`config.mk`:
```
export PLATFORM = sky130hd
export DESIGN_NAME = uart_mode_ctrl
export DESIGN_NICKNAME = d
export VERILOG_FILES = /design/src/rtl/uart_mode_ctrl.sv
export SDC_FILE = /design/constraint.sdc
export NUM_CORES = 1
export LEC_CHECK = 0
export ABC_AREA = 1
export BUFFER_PORTS_ARGS = -buffer_cell sky130_fd_sc_hd__buf_2
export CELL_PAD_IN_SITES_DETAIL_PLACEMENT = 0
export CELL_PAD_IN_SITES_GLOBAL_PLACEMENT = 2
export CORE_UTILIZATION = 36
export CTS_BUF_LIST = sky130_fd_sc_hd__clkbuf_4
export DETAILED_ROUTE_END_ITERATION = 12
export PLACE_DENSITY = 0.95
export REMOVE_ABC_BUFFERS = 1
export SYNTH_ARGS = -nofsm -noshare
export SYNTH_HDL_FRONTEND = slang
export SYNTH_SLANG_ARGS = --single-unit
```
`constraint.sdc`:
```
create_clock -name clk -period 4.5 [get_ports clk]
set_input_delay 0 -clock clk [delete_from_list [all_inputs] [get_ports clk]]
set_output_delay 0 -clock clk [all_outputs]
set_load 0.1 [all_outputs]
```
`src/rtl/uart_mode_ctrl.sv`:
```
// Purpose : UART byte-stream parser; passes data bytes through and decodes "M <ch> <rate> F" rate commands.
// Latency : 1 cycle, byte accepted at cycle n -> registered outputs/pulses at n+1.
// Backpressure: none, a byte is accepted on every i_valid cycle, including back-to-back.
//
// Ports:
//   clk, reset            single clock, synchronous active-high reset
//   i_valid, i_data       one-cycle byte strobe from the UART receiver
//   o_data, o_data_valid  last pass-through byte and its one-cycle update pulse
//   o_rate                per-channel rate codes, channel k at [k*RATE_W +: RATE_W]
//   o_start               1 while idle (normal mode), 0 while a command is in progress
//   o_commit, o_err       one-cycle pulses: rate written / command aborted
module uart_mode_ctrl #(
    parameter int NUM_CH      = 4,
    parameter int RATE_W      = 2,
    parameter int TIMEOUT_CYC = 50_000_000
) (
    input  logic                       clk,
    input  logic                       reset,
    input  logic                       i_valid,
    input  logic [7:0]                 i_data,
    output logic [7:0]                 o_data,
    output logic                       o_data_valid,
    output logic [NUM_CH*RATE_W-1:0]   o_rate,
    output logic                       o_start,
    output logic                       o_commit,
    output logic                       o_err
);

    localparam int               CH_W     = (NUM_CH > 1) ? $clog2(NUM_CH) : 1;
    localparam int               CNT_W    = $clog2(TIMEOUT_CYC);
    localparam logic [CNT_W-1:0] CNT_LAST = CNT_W'(TIMEOUT_CYC - 1);
    localparam logic [7:0]       CH_LIMIT = 8'(NUM_CH);

    typedef enum logic [1:0] {
        IDLE,
        GET_CH,
        GET_RATE,
        WAIT_END
    } state_t;

    state_t                     state, state_nxt;
    logic [CH_W-1:0]            ch, ch_nxt;
    logic [RATE_W-1:0]          pend, pend_nxt;
    logic [CNT_W-1:0]           cnt, cnt_nxt;
    logic [7:0]                 data_nxt;
    logic                       data_valid_nxt;
    logic [NUM_CH*RATE_W-1:0]   rate_nxt;
    logic                       commit_nxt;
    logic                       err_nxt;

    logic                       is_m;
    logic                       is_f;
    logic [7:0]                 digit;
    logic                       digit_ok;
    logic [RATE_W-1:0]          rate_code;

    assign is_m     = (i_data == 8'h4D) || (i_data == 8'h6D);
    assign is_f     = (i_data == 8'h46) || (i_data == 8'h66);
    assign digit    = i_data - 8'h30;
    // Lower bound checked on the raw byte so the subtraction cannot wrap into range.
    assign digit_ok = (i_data >= 8'h30) && (digit < CH_LIMIT);

    always_comb begin
        rate_code = '1;
        case (i_data)
            8'h31:        rate_code = RATE_W'(0);
            8'h35:        rate_code = RATE_W'(1);
            8'h41, 8'h61: rate_code = RATE_W'(2);
            default:      rate_code = '1;
        endcase
    end

    always_ff @(posedge clk) begin
        if (reset) begin
            state        <= IDLE;
            ch           <= '0;
            pend         <= '0;
            cnt          <= '0;
            o_data       <= 8'h00;
            o_data_valid <= 1'b0;
            o_rate       <= '0;
            o_start      <= 1'b1;
            o_commit     <= 1'b0;
            o_err        <= 1'b0;
        end else begin
            state        <= state_nxt;
            ch           <= ch_nxt;
            pend         <= pend_nxt;
            cnt          <= cnt_nxt;
            o_data       <= data_nxt;
            o_data_valid <= data_valid_nxt;
            o_rate       <= rate_nxt;
            o_start      <= (state_nxt == IDLE);
            o_commit     <= commit_nxt;
            o_err        <= err_nxt;
        end
    end

    always_comb begin
        state_nxt      = state;
        ch_nxt         = ch;
        pend_nxt       = pend;
        cnt_nxt        = cnt;
        data_nxt       = o_data;
        data_valid_nxt = 1'b0;
        rate_nxt       = o_rate;
        commit_nxt     = 1'b0;
        err_nxt        = 1'b0;

        if (i_valid) begin
            // Any accepted byte restarts the idle window, which also covers
            // the clear on entry to GET_CH (always entered via a byte).
            cnt_nxt = '0;
            case (state)
                IDLE: begin
                    if (is_m) begin
                        state_nxt = GET_CH;
                    end else if (!(is_f || (i_data == 8'h00))) begin
                        data_nxt       = i_data;
                        data_valid_nxt = 1'b1;
                    end
                end
                GET_CH: begin
                    if (digit_ok) begin
                        ch_nxt    = digit[CH_W-1:0];
                        state_nxt = GET_RATE;
                    end else begin
                        err_nxt   = 1'b1;
                        state_nxt = IDLE;
                    end
                end
                GET_RATE: begin
                    pend_nxt  = rate_code;
                    state_nxt = WAIT_END;
                end
                WAIT_END: begin
                    if (is_f) begin
                        for (int k = 0; k < NUM_CH; k++) begin
                            if (ch == CH_W'(k)) begin
                                rate_nxt[k*RATE_W +: RATE_W] = pend;
                            end
                        end
                        commit_nxt = 1'b1;
                        state_nxt  = IDLE;
                    end else if (is_m) begin
                        pend_nxt  = '0;
                        state_nxt = GET_CH;
                    end
                end
                default: state_nxt = IDLE;
            endcase
        end else if (state != IDLE) begin
            // A byte in the same cycle takes the branch above, so a byte
            // arriving exactly at the limit still wins over the abort.
            if (cnt == CNT_LAST) begin
                err_nxt   = 1'b1;
                state_nxt = IDLE;
                pend_nxt  = '0;
                cnt_nxt   = '0;
            end else begin
                cnt_nxt = cnt + CNT_W'(1);
            end
        end
    end

endmodule
```
Word-level counts from Yosys, hierarchy flattened
Index checks and enable logic that the tools add are counted.
{ "classes": {"n_addsub": 2, "order_cmp": 2, "eq_ne": 18, "mux": 22, "n_bitwise": 5, "n_reduce_logical": 22} }
{ "ops": {"columns": ["cell", "n"], "rows": [
  ["$eq 8x7->1 const B", 6],
  ["$add 26x1->26 const B", 1],
  ["$eq 26x26->1 const B", 1],
  ["$mux 26", 1],
  ["$mux 2", 11],
  ["$reduce_and 4->1", 5],
  ["$eq 8x6->1 const B", 2],
  ["$eq 2x2->1 const B", 4],
  ["$ge 8x6->1 const B", 1],
  ["$logic_not 8->1", 1],
  ["$lt 8x3->1 const B", 1],
  ["$pmux 2 s4", 1],
  ["$sub 8x6->8 const B", 1],
  ["$mux 1", 7],
  ["$logic_not 2->1", 3],
  ["$ne 3x3->1 const B", 2],
  ["$pmux 2 s3", 1],
  ["$reduce_bool 2->1", 3],
  ["$not 1->1", 5],
  ["$reduce_and 5->1", 1],
  ["$eq 2x1->1 const B", 2],
  ["$pmux 2 s2", 1],
  ["$reduce_or 2->1", 2],
  ["$reduce_or 4->1", 1],
  ["5 further kinds", 7]
]} }
{ "totals": {"reg_bits": 52, "in_bits": 11, "output_inout_bits": 20, "elab_cells": 84} }

Depth between registers and ports, before layout
Gate-level depths: netlist (run 1).
{ "logic_depth": {"depth_word": 7, "depth_mapped": 11, "depth_no_buf": 10} }

Worst setup path before layout (run 1)
Ideal clock, no wire load.
{ "synth_timing": {"path_type": "register -> register", "start": "register cnt[0]", "end": "register cnt[24]", "setup_time_ps": 110, "arrival_time_ps": 1361, "required_time_ps": 4390, "path_slack_ps": 3028, "stages_incl_launch_ff": 12, "path_buffers": 1, "cell_sequence": "dfxtp_1 > ha_1 > nand2_1 > nor2_1 > nand2_1 > nor2_1 > nand3_2 > nand2_4 > inv_2 > buf_6 > nand2_1 > nor2_2"} }
{ "synth_between": {"elab_chain_len": 2} }
{ "synth_rtl": {"columns": ["item", "line_no", "text"], "rows": [
  ["start: declaration", "44", "logic [CNT_W-1:0] cnt, cnt_nxt;"],
  ["start signal: assignment", "89", "cnt <= cnt_nxt;"],
  ["$add 26x1->26 or $eq 26x26->1 (tied branches)", "161, 155", null],
  ["$mux 26 *", "155", "if (cnt == CNT_LAST) begin"]
]} }
Mark *: on every way between the ends. The rest lies on a longest branch, timed or not.
A chain may end at the register's enable or synchronous reset.

Worst setup path in the final report (run 1)
{ "layout_timing": {"start": "register cnt[0]", "end": "register state[0]"} }
{ "layout_between": {"elab_chain_len": 4} }
{ "layout_rtl": {"columns": ["item", "line_no", "text"], "rows": [
  ["$eq 26x26->1", "155", null],
  ["$mux 2", "155", null],
  ["$mux 2", "152", "end else if (state != IDLE) begin"],
  ["$mux 2", "110", "if (i_valid) begin"],
  ["end signal: assignment", "86", "state <= state_nxt;"],
  ["end: declaration", "41", "state_t state, state_nxt;"]
]} }
No other way between the ends.

==> results of run 1 <==
sequential cells by signal, summed over array words and instances (netlist names), 2 cells and up:
name and count:
cnt 26, o_data 8, o_rate 8, ch 2, pend 2, state 2
power breakdown:
| group | total (mW) | internal (mW) | switching [mW] |
|---|---|---|---|
| Sequential | 0.469 | 0.467 | 0.00243 |
| Clock | 0.229 | 0.0652 | 0.164 |
| Combinational | 0.0942 | 0.0211 | 0.0731 |
layer usage:
layer	vias to the layer above	wire [um]	GRT usage, %
met4	0	91	5.96
met5	-	0	0
met3	8	158	3.22
li1	1339	-	-
met2	33	2450	27.0
met1	1039	3170	23.4
critical path, cell delays in order (launching register included):
cell and delay [ns]:
dfxtp_1 0.40, ha_1 0.18, nand2_1 0.07, nor2_1 0.08, nand2_1 0.11, nor2_1 0.17, nand2_1 0.07, nand3_1 0.09
a21oi_1 0.06, dlygate4sd3_1 0.56
cell families after synthesis:
logic type	after synthesis
simple gates	237
buf+inv	53
compound gates	42
xor+xnor	8
fa+ha+maj	1
flops	52
cell type report:
type,count,area share (%)
repair buffers,41,8.56
inverters,48,6.01
well taps,96,3.95
flip-flops and latches,52,34.2
clock inverters,3,0.823
clock buffers,5,1.23
multi-input cells,288,45.2
cells in the mapped netlist (2+ instances only):
library cell / n / share of area [%]
nand4_1: 8 / 1.9
o21bai_1: 2 / 0.57
dfxtp_1: 52 / 40
nand2_1: 89 / 13
nor3_1: 18 / 3.4
nor2_4: 2 / 0.86
nor2_2: 6 / 1.4
and2_1: 2 / 0.48
nor2_1: 77 / 11
inv_1: 42 / 6.0
nand3_1: 25 / 4.8
a21oi_1: 27 / 5.1
clkbuf_1: 2 / 0.29
xor2_1: 7 / 2.3
nand3_2: 2 / 0.76
inv_2: 5 / 0.71
buf_4: 2 / 0.57
o21ai_0: 12 / 2.3
per-stage QoR:
step	instance area, um^2	utilization, %	power [mW]	hold slack, ns	setup WS (ns)
finish	3040	43.8	0.792	0.435	2.62
global route	3040	43.8	0.835	0.431	2.42
CTS	3040	43.8	0.808	0.411	2.60
detailed placement	2870	41.3	0.567	0.296	2.91
global placement	2870	41.3	0.567	0.290	2.92
floorplan	2600	-	0.546	0.0691	3.09
worst paths after layout:
| kind | from | end | depth (start not counted) |
|---|---|---|---|
| worst max-delay path | cnt[0]$_SDFFE_PP0P_ | state[0]$_SDFF_PP0_ | 9 |
| worst min register to register | o_rate[1]$_SDFFE_PP0P_ | o_rate[1]$_SDFFE_PP0P_ | 2 |
| worst max register to register | cnt[0]$_SDFFE_PP0P_ | state[0]$_SDFF_PP0_ | 9 |
| worst min-delay path | i_data[5] | o_data[5]$_SDFFE_PP0P_ | 4 |
what timing repair did:
item,in CTS,in global routing
setup buffers,0,0
hold buffers,11,0
endpoints found under the hold margin,23,0
setup endpoints to repair,0,0
==> metrics, run 1 <==
asr flop ratio synth=0%; Worst-Skew Late Latency=0.39 ns; most frequent cells in the layout=nand2_1 (89), nor2_1 (77), dfxtp_1 (52), inv_1 (42), buf_2 (30); number of nets in the layout=about 450; Detailed Place HPWL=~4.4 mm; DRC=0; TritonCTS buffer count=5; status=completed; # IOs=31; CTS Sinks=52; 1st-iter DRT viols=64; number of unique standard cell types used by synthesis=31; Antenna Nets Post-Route=0; min Tclk post-route=1.88 ns; sequential cell area=around 0.0010 mm^2; Critical Path Sink Type=register; clk buf depth=2; filler-free cell count of the finished design=533; GRT Resource Usage Total=17.1%; post-synthesis mux area share=0%; Yosys reg bits=52; Pre-antenna DRT Iters=4; Clk pin slew, worst setup/hold paths=approximately 0.18 ns; clock tree from TritonCTS=yes; area growth from synthesis to layout=15.5%; Starting Density=between 30% and 40%; core footprint=about 0.0069 mm^2; Seq/Total Area, Yosys=between 30 and 40%; Hold WC Path Type=input pin to register; Synth Area in Adders=less than 1%; clk root buf=clkbuf_4; Main synth FF type=dfxtp_1; Die Area=approximately 0.0077 mm^2; r2r setup slk=between 2 and 3 ns; Max Slew Vio Count=0; final setup TNS=0 ns; placed cell count=514; YS warnings=0; Syn Inst Count=about 390; Max IR drop VDD=about 0.00011 V; vias in the first global route=approximately 2,300; Fin Clk Skew=about 0.023 ns; Vias/cell=between 4 and 5; crit path DAT=2.18 ns; XOR/XNOR Fraction of Synth Area=2.66%; die width=approximately 88 um; DRT Wirelength=5.87 mm; Worst Tran Pin Value=between 0.6 and 0.7 ns; vias=approximately 2,400; Final setup viols=0; CP required=roughly 4.8 ns; total congestion overflow=0; critical path class=register to register; power density cells=~260 mW/mm^2; H-Tree Depth=2; Setup crit start kind=register; Leak Pwr=~1.3 nW; Avg Inst Size Synth=6.70 um^2; multi-input logic area=roughly 0.0014 mm^2; EDFF count, synth=0; share of layout cells above drive strength 1=a little over an eighth; row count=30; Diodes inserted=0; most common cell after layout, fill and taps aside=nand2_1; initial antenna violation count=0; synthesized area=0.00263 mm^2; RSZ-0062 raised after global routing=no; largest family of logic cells by synthesized area=simple AND/OR/NAND/NOR gates; Max transition margin=between 50% and 60%; routability cong.=0.784; Die Height=87.5 um; cts repair resizes=0; fin crit share=between 40% and 50%; Port Buffers=30; # Max-Cap Violations=0; largest net degree at the start of global routing=19; number of fill cells=about 750; Hold Vio Cnt, Final=0; worst-path maximum fanout=4; Post-Synth Simple-Gate Area=approximately 41%; DR WL/cell=11.0 um; FMAX=between 500 and 600 MHz; first-pass GRT wire length=roughly 10 mm; post-synthesis compound-gate area fraction=a little over 8%
(Power assumes the default switching activity.)
==> run 2, diff against run 1 <==
--- a/config.mk
+++ b/config.mk
@@ -9,10 +9,10 @@
 export BUFFER_PORTS_ARGS = -buffer_cell sky130_fd_sc_hd__buf_2
 export CELL_PAD_IN_SITES_DETAIL_PLACEMENT = 0
 export CELL_PAD_IN_SITES_GLOBAL_PLACEMENT = 2
-export CORE_UTILIZATION = 36
+export CORE_UTILIZATION = 33
 export CTS_BUF_LIST = sky130_fd_sc_hd__clkbuf_4
 export DETAILED_ROUTE_END_ITERATION = 12
-export PLACE_DENSITY = 0.95
+export PLACE_DENSITY = 0.89
 export REMOVE_ABC_BUFFERS = 1
 export SYNTH_ARGS = -nofsm -noshare
 export SYNTH_HDL_FRONTEND = slang
==> constraint.sdc (replaced) <==
create_clock -name clk -period 1.8 [get_ports clk]
set_input_delay 0 -clock clk [delete_from_list [all_inputs] [get_ports clk]]
set_output_delay 0 -clock clk [all_outputs]
set_load 0.1 [all_outputs]
==> run 2 against run 1 <==
Effect of this change: flip-flop and latch count is the same; critical path depth fell by 1; register-to-register slack got worse by 2.5 ns; routed wire length is 3.3% higher; combinational power increased to 2.5 times the previous value; critical path type unchanged; highest routed layer unchanged.
==> metrics, run 2 (synthesis results as in run 1) <==
min Tclk post-route=approximately 1.6 ns; Worst Tran Pin Value=between 0.4 and 0.5 ns; Diodes inserted=0; total congestion overflow=0; area growth from synthesis to layout=15.6%; largest registers=cnt x26, o_data x8, o_rate x8; row count=32; Fin Clk Skew=around 0.016 ns; most frequent cells in the layout=nand2_1 (89), nor2_1 (77), dfxtp_1 (52), inv_1 (42), buf_2 (30); Die Area=between 0.008 and 0.009 mm^2; FMAX=611 MHz; largest register by flop count=cnt; placed cell count=521; CP required=around 2.1 ns; most common cell after layout, fill and taps aside=nand2_1; initial antenna violation count=0; Hold WC Path Type=input pin to register; Final Cell Area=just over 0.003 mm^2; DR WL/cell=around 11 um; total power=slightly below 2 mW; Pre-antenna DRT Iters=4; largest net degree at the start of global routing=18; Max Slew Vio Count=0; cts repair resizes=0; crit path max-delay cell type=dfxtp_1; # Max-Cap Violations=0; Starting Density=34.1%; die width=between 90 and 100 um; core footprint=0.00773 mm^2; DRT Wirelength=6.07 mm; reg2reg path depth=8; Vias/cell=roughly 4.6; Critical Path Sink Type=register; H-Tree Depth=2; vias=2,491; Hold Vio Cnt, Final=0; CTS Sinks=52; WHS Path Cells=4; hold_ws=roughly 0.45 ns; Max IR drop VDD=~0.00028 V; first-pass GRT wire length=10.6 mm; Setup crit start kind=register; fin crit share=90.9%; Leak Pwr=approximately 1.3 nW; CP cell instances=ha_1, nand2_1, nor2_1, nand2_1, nor2_1, nand4_1, a21oi_1, nor2_1; DP Worst Slack=~0.18 ns; critical path class=register to register; power density cells=~650 mW/mm^2; RSZ-0062 raised after global routing=no; post-layout util=around two fifths; Final setup viols=0; clock tree from TritonCTS=yes; Die Height=about 91 um; routability cong.=0.824; Detailed Place HPWL=4.64 mm; final setup TNS=0 ns; Port Buffers=30; filler-free cell count of the finished design=~540; crit path DAT=1.92 ns; number of nets in the layout=448; TritonCTS buffer count=5; Antenna Nets Post-Route=0; met3 Use GR=between 2 and 3%; DRC=0; worst-path maximum fanout=5; Worst-Skew Late Latency=around 0.38 ns; Most common cell on crit path=nor2_1; Clk pin slew, worst setup/hold paths=0.16 ns; Max transition margin=between 60% and 70%; clk root buf=clkbuf_4; 1st-iter DRT viols=69; GRT Resource Usage Total=between 10% and 20%; GRT met1 Usage=approximately a fifth; placed cell area=roughly 0.0029 mm^2; max incr delay on CP=approximately 0.4 ns; # IOs=31; vias in the first global route=approximately 2,300; clk buf depth=2; status=completed; met2 GRT Util=26.5%; setup ws final=0.164 ns; max FFs per register=26; share of layout cells above drive strength 1=around 14%; GR peak layer=met2
## run 2: repair_timing
action,CTS,global route
endpoints found under the setup margin,0,0
hold buffers,10,0
endpoints found under the hold margin,23,0
buffers inserted,0,0
## run 2: routing by layer
metal / share of wire [%] / up-vias / wire, um
met3: 3.3 / 4 / 199
met4: 0.84 / 0 / 51
met2: 47 / 42 / 2860
met1: 49 / 1110 / 2950
li1: - / 1335 / -
met5: 0 / - / 0
## run 2: critical path, delay by kind of cell, from the launching register on
kind / cells / cell delay (ns)
compound gates: 1 / 0.21
fa+ha+maj: 1 / 0.18
flops: 1 / 0.40
simple gates: 6 / 0.77
## run 2: power by group
part / switching (mW) / leakage (nW) / internal [mW]
sequential: 0.00696 / 0.421 / 1.17
clock: 0.395 / 0.0356 / 0.159
combinational: 0.184 / 0.798 / 0.0528
total: 0.586 / 1.25 / 1.38
## run 2: path summary, 6_finish.rpt
kind,from,to,slack (ns)
setup / recovery,cnt[0]$_SDFFE_PP0P_,pend[0]$_SDFFE_PP0P_,0.16
hold / removal,i_data[5],o_data[5]$_SDFFE_PP0P_,0.45
setup reg to reg,cnt[0]$_SDFFE_PP0P_,pend[0]$_SDFFE_PP0P_,0.16
hold reg to reg,o_rate[0]$_SDFFE_PP0P_,o_rate[0]$_SDFFE_PP0P_,0.47
## run 2: layout make-up
class | count | area [um^2]
clock inverters | 3 | 22.5
inverters | 48 | 183
multi-input cells | 288 | 1380
fillers | 847 | 4680
flip-flops and latches | 52 | 1040
repair buffers | 41 | 258
well taps | 102 | 128
clock buffers | 5 | 37.5
==> run 3, diff against run 2 <==
--- a/config.mk
+++ b/config.mk
@@ -12,6 +12,7 @@
 export CORE_UTILIZATION = 33
 export CTS_BUF_LIST = sky130_fd_sc_hd__clkbuf_4
 export DETAILED_ROUTE_END_ITERATION = 12
+export MAX_ROUTING_LAYER = met4
 export PLACE_DENSITY = 0.89
 export REMOVE_ABC_BUFFERS = 1
 export SYNTH_ARGS = -nofsm -noshare
==> run 3 against run 2 <==
Effect of this change: highest routed layer unchanged; core utilization did not move; cell count did not move; sequential share of layout area did not move; critical path depth did not move; setup slack improved by 0.00065 ns; flip-flop and latch count did not move; cell area did not move; routed wire length barely moved; via count did not move; worst hold slack got worse by 0.00061 ns; fmax barely moved; non-clock buffer count did not move; largest power group unchanged.
==> metrics, run 3 (synthesis results as in run 1) <==
die width=91.3 um; clk buf depth=2; Worst Setup EP=pend[0]$_SDFFE_PP0P_; number of nets in the layout=around 450; clock tree from TritonCTS=yes; Die Area=0.00834 mm^2; total congestion overflow=0; Worst-Skew Late Latency=approximately 0.38 ns; Starting Density=between 30% and 40%; Clk pin slew, worst setup/hold paths=~0.16 ns; status=completed; Worst Tran Pin Value=just under 0.5 ns; Pre-antenna DRT Iters=4; initial antenna violation count=0; largest register by flop count=cnt; Critical R2R Launch=cnt[0]$_SDFFE_PP0P_; cts repair resizes=0; reg2reg path depth=8; max FFs per register=26; DRC=0; GRT Resource Usage Total=16.0%; clk root buf=clkbuf_4; CP required=approximately 2.1 ns; row count=32; area growth from synthesis to layout=15.6%; post-layout util=between 30% and 40%; Max transition margin=roughly 68%; setup ws final=about 0.17 ns; crit path from=cnt[0]$_SDFFE_PP0P_; RR Endpoint=pend[0]$_SDFFE_PP0P_; Critical Path Sink Type=register; critical path class=register to register; Fin Clk Skew=between 0.015 and 0.02 ns; power density cells=about 650 mW/mm^2; Final setup viols=0; DP Worst Slack=between 0.15 and 0.2 ns; Setup crit start kind=register; final setup TNS=0 ns; Port Buffers=30; total power=about 2.0 mW; FMAX=612 MHz; RSZ-0062 raised after global routing=no; Max Slew Vio Count=0; Hold WC Path Type=input pin to register; Detailed Place HPWL=4.64 mm; Diodes inserted=0; Hold Vio Cnt, Final=0; DR WL/cell=11.3 um; Max IR drop VDD=roughly 0.00028 V; 1st-iter DRT viols=just over 70; largest net degree at the start of global routing=18; largest registers=cnt x26, o_data x8, o_rate x8; Die Height=between 90 and 100 um; share of layout cells above drive strength 1=between 10 and 15%; min Tclk post-route=roughly 1.6 ns; DRT Wirelength=6.07 mm; worst-path maximum fanout=5; Antenna Nets Post-Route=0; number of fill cells=~850; first-pass GRT wire length=10.5 mm; placed cell count=around 520; crit path DAT=approximately 1.9 ns; setup bufs post-CTS=0; vias in the first global route=2,302; most frequent cells in the layout=nand2_1 (89), nor2_1 (77), dfxtp_1 (52), inv_1 (42), buf_2 (30); fin crit share=roughly nine tenths; H-Tree Depth=2; Vias/cell=4.62; CTS Sinks=52; r2r setup slk=~0.17 ns; vias=around 2,500; core footprint=~0.0077 mm^2; # IOs=31; TritonCTS buffer count=5; Leak Pwr=between 1 and 1.5 nW; # Max-Cap Violations=0; hold-fix buffers at CTS=10; filler-free cell count of the finished design=between 500 and 600; routability cong.=about 0.84; most common cell after layout, fill and taps aside=nand2_1
==> run 3: stage by stage <==
stage | cell area, um^2 | hold slack [ns]
2_1_floorplan | 2600 | 0.0691
3_3_place_gp | 2880 | 0.292
3_5_place_dp | 2880 | 0.302
4_1_cts | 3040 | 0.432
5_1_grt | 3040 | 0.446
6_report | 3040 | 0.450
==> run 3: how the worst min path moves through the flow <==
stage | cells past startpoint | endpoint | from | slack [ns]
floorplan | 1 | o_err$_SDFF_PP0_ | reset | 0.07
detailed placement | 3 | o_data[3]$_SDFFE_PP0P_ | i_data[3] | 0.30
global route | 4 | o_data[5]$_SDFFE_PP0P_ | i_data[5] | 0.45
finish | 4 | o_data[5]$_SDFFE_PP0P_ | i_data[5] | 0.45
global placement | 3 | o_data[5]$_SDFFE_PP0P_ | i_data[5] | 0.29
CTS | 4 | o_data[5]$_SDFFE_PP0P_ | i_data[5] | 0.43
==> run 3: worst max-delay path: stages, from the launching register on <==
cell and delay (ns):
dfxtp_1 0.40, ha_1 0.18, nand2_1 0.07, nor2_1 0.09, nand2_1 0.13, nor2_1 0.17
nand4_1 0.25, a21oi_1 0.21, nor2_1 0.06
==> run 3: per-layer routing <==
layer	wire length [um]	global-route usage [%]
met1	2960	19.9
met2	2870	26.5
met3	198	2.93
met4	44	4.76
met5	0	-
==> run 3: final cells by class <==
type                            count  area, um^2  area share, %
Inverter                           48         183           6.00
Tap cell                          102         128           4.19
Clock inverter                      3        22.5          0.740
Multi-Input combinational cell    288        1380           45.2
Clock buffer                        5        37.5           1.23
Sequential cell                    52        1040           34.2
Timing Repair Buffer               41         258           8.47
==> run 3: power by group <==
group	internal, mW	total [mW]	switching [mW]
sequential	1.17	1.17	0.00696
clock	0.159	0.555	0.396
combinational	0.0528	0.237	0.184
total	1.38	1.97	0.587
